$ cat src/rtl/half_add_sub_arb_pkg.sv
// Shared types and default configuration for the half_add_sub shared-core arbiter.
package half_add_sub_arb_pkg;

   localparam int DEF_NUM_REQ        = 4;
   localparam int DEF_OPW            = 1;
   localparam int DEF_TIMEOUT_CYCLES = 64;

   typedef enum logic [1:0] {
      ST_IDLE  = 2'd0,
      ST_ISSUE = 2'd1,
      ST_WAIT  = 2'd2,
      ST_RESP  = 2'd3
   } arb_state_e;

   // Response record at the default operand width.
   typedef struct packed {
      logic [DEF_OPW-1:0] result;
      logic               carry;
      logic               err;
   } arb_resp_t;

endpackage

$ cat src/rtl/half_add_sub_arbiter_rr_arbiter.sv
// Combinational round-robin picker: first set request at or after rr_ptr, wrapping.
module rr_arbiter #(
   parameter  int NUM_REQ = 4,
   localparam int IDXW    = (NUM_REQ > 1) ? $clog2(NUM_REQ) : 1
) (
   input  logic [NUM_REQ-1:0] req,
   input  logic [IDXW-1:0]    rr_ptr,
   output logic [NUM_REQ-1:0] grant,
   output logic [IDXW-1:0]    index
);

   logic            found_s;
   logic [IDXW-1:0] pos_s;

   // Scan requesters starting at rr_ptr and keep the first hit.
   always_comb begin
      grant   = '0;
      index   = '0;
      found_s = 1'b0;
      pos_s   = '0;
      for (int off = 0; off < NUM_REQ; off++) begin
         pos_s = IDXW'((int'(rr_ptr) + off) % NUM_REQ);
         if (!found_s && req[pos_s]) begin
            found_s      = 1'b1;
            grant[pos_s] = 1'b1;
            index        = pos_s;
         end else begin
            found_s = found_s;
         end
      end
   end

endmodule

$ cat src/rtl/half_add_sub_arbiter.sv
// Round-robin sequencer sharing one ap_ctrl_hs half_add_sub core between NUM_REQ requesters.
// Optional watchdog: define HALF_ADD_SUB_ARB_TIMEOUT_EN.
module half_add_sub_arbiter
   import half_add_sub_arb_pkg::*;
#(
   parameter int NUM_REQ        = DEF_NUM_REQ,
   parameter int OPW            = DEF_OPW,
   parameter int TIMEOUT_CYCLES = DEF_TIMEOUT_CYCLES
) (
   input  logic                   clock,
   input  logic                   reset,
   input  logic [NUM_REQ-1:0]     req,
   input  logic [NUM_REQ*OPW-1:0] req_a,
   input  logic [NUM_REQ*OPW-1:0] req_b,
   input  logic [NUM_REQ-1:0]     req_sub,
   output logic [NUM_REQ-1:0]     gnt,
   output logic [NUM_REQ-1:0]     resp_valid,
   output logic [OPW-1:0]         resp_result,
   output logic                   resp_carry,
   output logic                   resp_err,
   output logic                   core_ap_start,
   input  logic                   core_ap_ready,
   input  logic                   core_ap_done,
   output logic [OPW-1:0]         core_a,
   output logic [OPW-1:0]         core_b,
   output logic                   core_sub,
   input  logic [OPW-1:0]         core_result,
   input  logic                   core_carry,
   output logic                   busy
);

   localparam int IDXW = (NUM_REQ > 1) ? $clog2(NUM_REQ) : 1;

   if (NUM_REQ < 2 || NUM_REQ > 16 || OPW < 1 || TIMEOUT_CYCLES < 2) begin : g_bad_params
      $error("half_add_sub_arbiter: illegal parameter set");
   end

   arb_state_e         state_r, state_next_s;
   logic [IDXW-1:0]    rr_ptr_r, idx_r, arb_idx_s;
   logic [NUM_REQ-1:0] arb_grant_s, gnt_r, resp_valid_r;
   logic [OPW-1:0]     sel_a_s, sel_b_s, core_a_r, core_b_r, resp_result_r;
   logic               sel_sub_s, core_sub_r, core_ap_start_r, busy_r;
   logic               resp_carry_r, resp_err_r;
   logic               arb_valid_s, capture_s, timeout_s, tmo_hit_s;

   rr_arbiter #(.NUM_REQ(NUM_REQ)) u_rr_arbiter (
      .req    (req),
      .rr_ptr (rr_ptr_r),
      .grant  (arb_grant_s),
      .index  (arb_idx_s)
   );

   assign arb_valid_s = |req;

   // Operand mux for the requester chosen by the arbiter.
   always_comb begin
      sel_a_s   = '0;
      sel_b_s   = '0;
      sel_sub_s = 1'b0;
      for (int i = 0; i < NUM_REQ; i++) begin
         if (arb_idx_s == IDXW'(i)) begin
            sel_a_s   = req_a[i*OPW +: OPW];
            sel_b_s   = req_b[i*OPW +: OPW];
            sel_sub_s = req_sub[i];
         end else begin
            sel_sub_s = sel_sub_s;
         end
      end
   end

`ifdef HALF_ADD_SUB_ARB_TIMEOUT_EN
   localparam int TOW = $clog2(TIMEOUT_CYCLES + 1);
   logic [TOW-1:0] tmo_cnt_r;

   // Counts cycles spent waiting on the core; restarts for each transaction.
   always_ff @(posedge clock or negedge reset) begin
      if (!reset) begin
         tmo_cnt_r <= '0;
      end else if (state_r == ST_ISSUE || state_r == ST_WAIT) begin
         tmo_cnt_r <= tmo_cnt_r + TOW'(1);
      end else begin
         tmo_cnt_r <= '0;
      end
   end

   assign tmo_hit_s = (tmo_cnt_r == TOW'(TIMEOUT_CYCLES - 1));
`else
   assign tmo_hit_s = 1'b0;
`endif

   // Next-state logic; a core exit condition always beats the watchdog.
   always_comb begin
      state_next_s = state_r;
      capture_s    = 1'b0;
      timeout_s    = 1'b0;
      case (state_r)
         ST_IDLE: begin
            if (arb_valid_s) begin
               state_next_s = ST_ISSUE;
            end else begin
               state_next_s = ST_IDLE;
            end
         end
         ST_ISSUE: begin
            if (core_ap_ready && core_ap_done) begin
               state_next_s = ST_RESP;
               capture_s    = 1'b1;
            end else if (core_ap_ready) begin
               state_next_s = ST_WAIT;
            end else if (tmo_hit_s) begin
               state_next_s = ST_RESP;
               timeout_s    = 1'b1;
            end else begin
               state_next_s = ST_ISSUE;
            end
         end
         ST_WAIT: begin
            if (core_ap_done) begin
               state_next_s = ST_RESP;
               capture_s    = 1'b1;
            end else if (tmo_hit_s) begin
               state_next_s = ST_RESP;
               timeout_s    = 1'b1;
            end else begin
               state_next_s = ST_WAIT;
            end
         end
         ST_RESP: state_next_s = ST_IDLE;
         default: state_next_s = ST_IDLE;
      endcase
   end

   // State register and outputs derived from the upcoming state.
   always_ff @(posedge clock or negedge reset) begin
      if (!reset) begin
         state_r         <= ST_IDLE;
         core_ap_start_r <= 1'b0;
         busy_r          <= 1'b0;
         resp_valid_r    <= '0;
      end else begin
         state_r         <= state_next_s;
         core_ap_start_r <= (state_next_s == ST_ISSUE);
         busy_r          <= (state_next_s != ST_IDLE);
         resp_valid_r    <= (state_next_s == ST_RESP) ? gnt_r : '0;
      end
   end

   // Grant, latched operands and round-robin pointer.
   always_ff @(posedge clock or negedge reset) begin
      if (!reset) begin
         gnt_r      <= '0;
         idx_r      <= '0;
         rr_ptr_r   <= '0;
         core_a_r   <= '0;
         core_b_r   <= '0;
         core_sub_r <= 1'b0;
      end else if (state_r == ST_IDLE && arb_valid_s) begin
         gnt_r      <= arb_grant_s;
         idx_r      <= arb_idx_s;
         core_a_r   <= sel_a_s;
         core_b_r   <= sel_b_s;
         core_sub_r <= sel_sub_s;
      end else if (state_r == ST_RESP) begin
         gnt_r <= '0;
         if (idx_r == IDXW'(NUM_REQ - 1)) begin
            rr_ptr_r <= '0;
         end else begin
            rr_ptr_r <= idx_r + IDXW'(1);
         end
      end else begin
         gnt_r <= gnt_r;
      end
   end

   // Response payload: held between responses, zeroed with err on a timeout.
   always_ff @(posedge clock or negedge reset) begin
      if (!reset) begin
         resp_result_r <= '0;
         resp_carry_r  <= 1'b0;
         resp_err_r    <= 1'b0;
      end else if (capture_s) begin
         resp_result_r <= core_result;
         resp_carry_r  <= core_carry;
         resp_err_r    <= 1'b0;
      end else if (timeout_s) begin
         resp_result_r <= '0;
         resp_carry_r  <= 1'b0;
         resp_err_r    <= 1'b1;
      end else begin
         resp_err_r <= resp_err_r;
      end
   end

   assign gnt           = gnt_r;
   assign resp_valid    = resp_valid_r;
   assign resp_result   = resp_result_r;
   assign resp_carry    = resp_carry_r;
   assign resp_err      = resp_err_r;
   assign core_ap_start = core_ap_start_r;
   assign core_a        = core_a_r;
   assign core_b        = core_b_r;
   assign core_sub      = core_sub_r;
   assign busy          = busy_r;

endmodule
$ cat config.mk
export PLATFORM = sky130hd
export DESIGN_NAME = half_add_sub_arbiter
export DESIGN_NICKNAME = d
export VERILOG_FILES = /design/src/rtl/half_add_sub_arb_pkg.sv /design/src/rtl/half_add_sub_arbiter_rr_arbiter.sv /design/src/rtl/half_add_sub_arbiter.sv
export SDC_FILE = /design/constraint.sdc
export NUM_CORES = 1
export LEC_CHECK = 0
export CORE_ASPECT_RATIO = 0.75
export CORE_MARGIN = 4
export CORE_UTILIZATION = 23
export CTS_CLUSTER_DIAMETER = 120
export CTS_CLUSTER_SIZE = 25
export DETAILED_ROUTE_END_ITERATION = 10
export SYNTH_ARGS = -nofsm -noshare
export SYNTH_HDL_FRONTEND = slang
export SYNTH_HIERARCHICAL = 1
export SYNTH_SLANG_ARGS = --single-unit
$ cat constraint.sdc
create_clock -name clock -period 6.65 [get_ports clock]
set_input_delay 1.995 -clock clock [delete_from_list [all_inputs] [get_ports clock]]
set_output_delay 1.995 -clock clock [all_outputs]
set_load 0.005 [all_outputs]
==> results.cfg, run 1 <==
[synthesis]
syn_inst = 142
syn_nets = 174
synth_edf_count = 0
ys_ff_latch = 21
synth-seq-area-share_pct = 35.68
netlist.area_leader.share_pct = 35.68
avgSynthCellArea_um2 = 10.37
yosysUniqueCellTypes = 38
synth_area_leaders = dfrtp_1 (36%), mux4_2 (9.2%), ha_1 (8.5%)
async_reset_ff_share_pct = 100.0
yosysWarnings = 6
yosys_most_used_dff = dfrtp_1
synth_area_um2 = 1473
yosysTopAreaCell = dfrtp_1

[power_and_ir_drop]
p_clk_share_pct = 9.9
power_uw = 795.5
power_leakage_uw = 0.0007862
comb_power_share_pct = 60.5
switching_share_pct = 38.74
p_int_uw = 487.3
power.density_nw_per_um2 = 415.3
ir_drop_mv = 0.1499
power_frac_seq_pct = 29.6
p_sw_uw = 308.2

[routing]
vias_per_cell = 4.466
drtAntennaViolNets = 0
wl_met3_um = 275
drtIter0Drc = 32
wire_per_inst_um = 12.43
met2_length_um = 1295
vias = 1121
wl_met1_um = 1549
routed.top_layer = met3
detail_route.drc_violations = 0
drt_pre_antenna_iters = 4
wirelength_um = 3120

[timing]
tightest_slew_ps = 923.7
tns_ps = 0
min_period_over_period_pct = 69.42
rsz0062_at_grt = false
drv_slew = 0
slew_headroom_pct = 38.22
hold_viol_final = 0
fin_ws_ps = 2034
clock_skew_ps = 3.796
hold_slack_ps = 514.8
max_freq_mhz = 216.6
setup_viol = 0
period_minus_slack_ps = 4616

[place]
place.gp.congestion = 0.7320
dp_slack_ps = 1747
place_hpwl_um = 2459
port_buffers = 36

[cts]
post_cts_buffers = 0
clk_pin_slew_ps = 70
clock_latency_ps = 250
cts_root_buffer = clkbuf_8
cts_buffer_depth = 2
clock_sinks = 21
hold_buffers = 0
htree_num_levels = 1
cts_buffers = 3
cts_tree = done
cts_resized = 0

[global_route]
grt_pass1_wl_um = 5416
first_global_vias = 1159
gr-total-overflow = 0
grt_usage_pct = 8.607
antenna_found_initial = 0
grt_start_max_net_pins = 22

[layout]
nNetsFinal = 206
area_delta_synth_final_pct = 30.08
insertedDiodeCount = 0
final_layout_size_suffix_gt1_share_pct = 15.61
fin_util_pct = 31.90

[critical_path]
rr_worst_depth = 7
arrival_ps = 4760
cp.required_ps = 6790
cp_max_fo = 12
crit_path_end_kind = register
startpoint_type = input pin
rrSetupSlack_ps = 3310
r2r-end = core_a
rr_startpoint = rr_ptr_r[0]
path_class = input pin to register

[worst_hold_path]
hold_depth = 1
hold_end = resp_carry
hold_start = resp_carry
hold_path.class = register to register

[die]
start_util_pct = 24.52
die_y_um = 77.30
die_area_um2 = 7760
num_rows = 24
coreArea_um2 = 6006
pin_count = 38
die_w_um = 100.4

[run]
maxCapViolCount = 0

[run_status]
status = finished clean
## cell usage after synthesis (2+ instances only)
master,n
and3b_1,2
a21oi_1,2
nor2_1,10
a31oi_1,2
dfrtp_1,21
mux2_2,8
buf_2,3
clkbuf_2,3
nand2b_1,3
a221o_2,4
nor3b_1,2
buf_6,2
nand2_1,16
mux4_2,6
mux2i_1,2
ha_1,10
o21ai_0,12
inv_1,11
nand3b_1,4
## how the worst max path moves through the flow
stage	startpoint	endpoint	slack, ps	depth (start not counted)
floorplan	req[1]	core_a	2640	7
global placement	req[1]	core_b	1810	7
detailed placement	req[1]	core_a	1750	7
CTS	req[1]	core_a	2020	7
global route	req[1]	core_a	1830	7
finish	req[1]	core_a	2030	7
## per-layer routing
metal | track usage [%] | vias up
li1 | - | 567
met4 | 0.4038 | 0
met3 | 4.080 | 0
met5 | 0 | -
met2 | 12.63 | 38
met1 | 12.08 | 516
## worst max-delay path: stages
cell,delay (ps)
clkdlybuf4s50_1,720
nor3b_1,220
o21ai_0,100
o31ai_1,520
o31a_1,380
mux4_2,550
mux2_2,270
## logic make-up (layout without fill, tap and decap cells)
group,count (synthesis),count (layout),synth area share (%)
AOI/OAI and AO/OA,30,30,15.80
adders and majority gates,10,10,8.496
buffers and inverters,20,51,6.881
DFF,21,21,35.68
muxes,17,17,17.67
other,1,1,0.2546
and+or+nand+nor,43,43,15.21
## metrics by stage
| step | area [um^2] | cells |
|---|---|---|
| global placement | 1871 | 247 |
| finish | 1916 | 251 |
| global route | 1916 | 251 |
| detailed placement | 1871 | 247 |
| CTS | 1916 | 251 |
| floorplan | 1473 | 142 |
## cell type report
class                      count  area (um^2)
sequential                    21        525.5
multi-input combinational    101        845.8
fill                         626         4090
timing repair buffer          36        360.3
tap                           78        97.59
clock buffer                   4        45.04
inverter                      11        41.29
## power groups by stage
stage | clock network [uW] | registers (uW) | logic, uW
floorplan | 0 | 213 | 370
global placement | 0 | 238 | 474
detailed placement | 0 | 238 | 487
CTS | 82.6 | 237 | 488
global route | 88.6 | 247 | 540
finish | 78.8 | 236 | 481
## registers in the layout, indices dropped and copies added (netlist names)
register / cells
busy: 1
core_a: 1
core_ap_start: 1
core_b: 1
core_sub: 1
gnt: 4
idx_r: 2
resp_carry: 1
resp_result: 1
resp_valid: 4
rr_ptr_r: 2
state_r: 2
## cells in the final DEF (no fill, tap or decap), types with 2 or more instances in the layout
cell type / Yosys / routed
mux2i_1: 2 / 2
clkbuf_8: 0 / 3
inv_1: 11 / 11
a31oi_1: 2 / 2
nand2b_1: 3 / 3
nor3b_1: 2 / 2
nor2_1: 10 / 10
a221o_2: 4 / 4
and3b_1: 2 / 2
mux2_2: 8 / 8
o21ai_0: 12 / 12
mux4_2: 6 / 6
clkdlybuf4s50_1: 0 / 36
nand3b_1: 4 / 4
dfrtp_1: 21 / 21
nand2_1: 16 / 16
a21oi_1: 2 / 2
ha_1: 10 / 10
Power figures use the tool's default switching activity.
==> run 2: changes to the inputs <==
==> constraint.sdc (replaced) <==
create_clock -name clock -period 4.2 [get_ports clock]
set_input_delay 1.26 -clock clock [delete_from_list [all_inputs] [get_ports clock]]
set_output_delay 1.26 -clock clock [all_outputs]
set_load 0.005 [all_outputs]
==> run 2 against run 1 <==
Register-to-register slack worse by 2200 ps. Utilization rose by 0.12 points. Sequential power increased by 57%. Design area is 0.39% higher. Critical path depth shrank 1. Setup slack lost 1400 ps. Clock skew is 1.6 ps higher. Worst hold slack worse by 7.4 ps. Sequential share of layout area decreased by 0.11 points. Cell count up 0.40%. Die area stayed put. Largest power group unchanged. Highest routed layer is now met4.
==> results.cfg, run 2 (synthesis results as in run 1) <==
[run_status]
status = finished clean

[power_and_ir_drop]
ir_drop_mv = 0.2265
p_sw_uw = 489.1
power_leakage_uw = 0.0007916
p_clk_share_pct = 10.4
power_uw = 1262
switching_share_pct = 38.74
power_frac_seq_pct = 29.3
comb_power_share_pct = 60.3
power.density_nw_per_um2 = 656.5
p_int_uw = 773.3

[die]
coreArea_um2 = 6006
die_y_um = 77.30
die_area_um2 = 7760
pin_count = 38
start_util_pct = 24.52
num_rows = 24
die_w_um = 100.4

[timing]
max_freq_mhz = 278.8
hold_viol_final = 0
tns_ps = 0
min_period_over_period_pct = 85.38
setup_viol = 0
hold_slack_ps = 507.4
clock_skew_ps = 5.435
rsz0062_at_grt = false
tightest_slew_ps = 962.8
drv_slew = 0
fin_ws_ps = 613.8
slew_headroom_pct = 35.61
period_minus_slack_ps = 3586

[cts]
post_cts_buffers = 0
clock_latency_ps = 260
cts_resized = 0
cts_root_buffer = clkbuf_8
cts_tree = done
cts_buffers = 3
clk_pin_slew_ps = 80
hold_buffers = 0
htree_num_levels = 1
clock_sinks = 21
cts_buffer_depth = 2

[routing]
wirelength_um = 3175
drtIter0Drc = 36
wire_per_inst_um = 12.60
drtAntennaViolNets = 0
vias_per_cell = 4.571
detail_route.drc_violations = 0
drt_pre_antenna_iters = 4
vias = 1152

[critical_path]
cp.required_ps = 4350
rrSetupSlack_ps = 1080
path_class = input pin to register
cp_max_fo = 12
rr_worst_depth = 8
crit_path_end_kind = register
crit_top_cell = mux4_2
rr_startpoint = rr_ptr_r[0]
arrival_ps = 3740
cpLargestDelayFamily = multiplexers
r2r-end = core_sub
max_stage_delay_ps = 660
startpoint_type = input pin
critPathSlowestCell = mux4_2
critPathBufInv = 1
path_cells = clkdlybuf4s50_1, mux4_2, nor2_1, o31a_1, mux4_2, mux2_2

[layout]
fin_util_pct = 32.02
area_delta_synth_final_pct = 30.59
final_common_cell = clkdlybuf4s50_1
nNetsFinal = 207
final_layout_size_suffix_gt1_share_pct = 16.09
insertedDiodeCount = 0
layout_common_cells = clkdlybuf4s50_1 (36), dfrtp_1 (21), nand2_1 (16)

[worst_hold_path]
hold_depth = 1
hold_end = core_b
hold_path.class = register to register
hold_start = core_b

[global_route]
grt_start_max_net_pins = 22
grt_usage_pct = 8.748
gr-total-overflow = 0
first_global_vias = 1155
grt_pass1_wl_um = 5547
antenna_found_initial = 0

[place]
place.gp.congestion = 0.7883
place_hpwl_um = 2484
dp_slack_ps = 307.7
port_buffers = 36

[run]
maxCapViolCount = 0
-- run 2: cell count changes in the layout (fill, tap and decap cells not counted), sizes merged --
cell,before,now
buf,0,1
-- run 2: worst max-delay path by stage --
stage,from,endpoint,slack [ps],depth (start not counted)
floorplan,req[1],core_a,930,7
global placement,req[3],core_a,350,6
detailed placement,req[3],core_b,310,6
CTS,req[3],core_sub,610,6
global route,req[1],core_sub,400,7
finish,req[3],core_b,610,6
-- run 2: cell type report --
| cell class | instances | area [um^2] |
|---|---|---|
| multi-input cells | 101 | 845.8 |
| clock buffers | 4 | 45.04 |
| inverters | 11 | 41.29 |
| fillers | 644 | 4083 |
| repair buffers | 37 | 367.9 |
| flip-flops and latches | 21 | 525.5 |
| well taps | 78 | 97.59 |
-- run 2: per-stage QoR --
stage | cell area, um^2 | instances
floorplan | 1473 | 142
global placement | 1878 | 248
detailed placement | 1878 | 248
CTS | 1923 | 252
global route | 1923 | 252
finish | 1923 | 252
-- run 2: metal layers --
metal	vias to the layer above	part of all wire, %	wire length (um)	GRT usage (%)
met5	-	0	0	0
met4	0	0.28	9	1.211
met3	2	9.8	311	3.717
met2	39	42	1337	12.83
met1	548	48	1517	12.20
li1	563	-	-	-
-- run 2: power by group through the flow --
| stage | Clock, uW | Combinational, uW | Sequential, uW |
|---|---|---|---|
| 2_1_floorplan | 0 | 586 | 338 |
| 3_3_place_gp | 0 | 755 | 375 |
| 3_5_place_dp | 0 | 769 | 376 |
| 4_1_cts | 137 | 773 | 373 |
| 5_1_grt | 147 | 853 | 389 |
| 6_report | 131 | 761 | 370 |
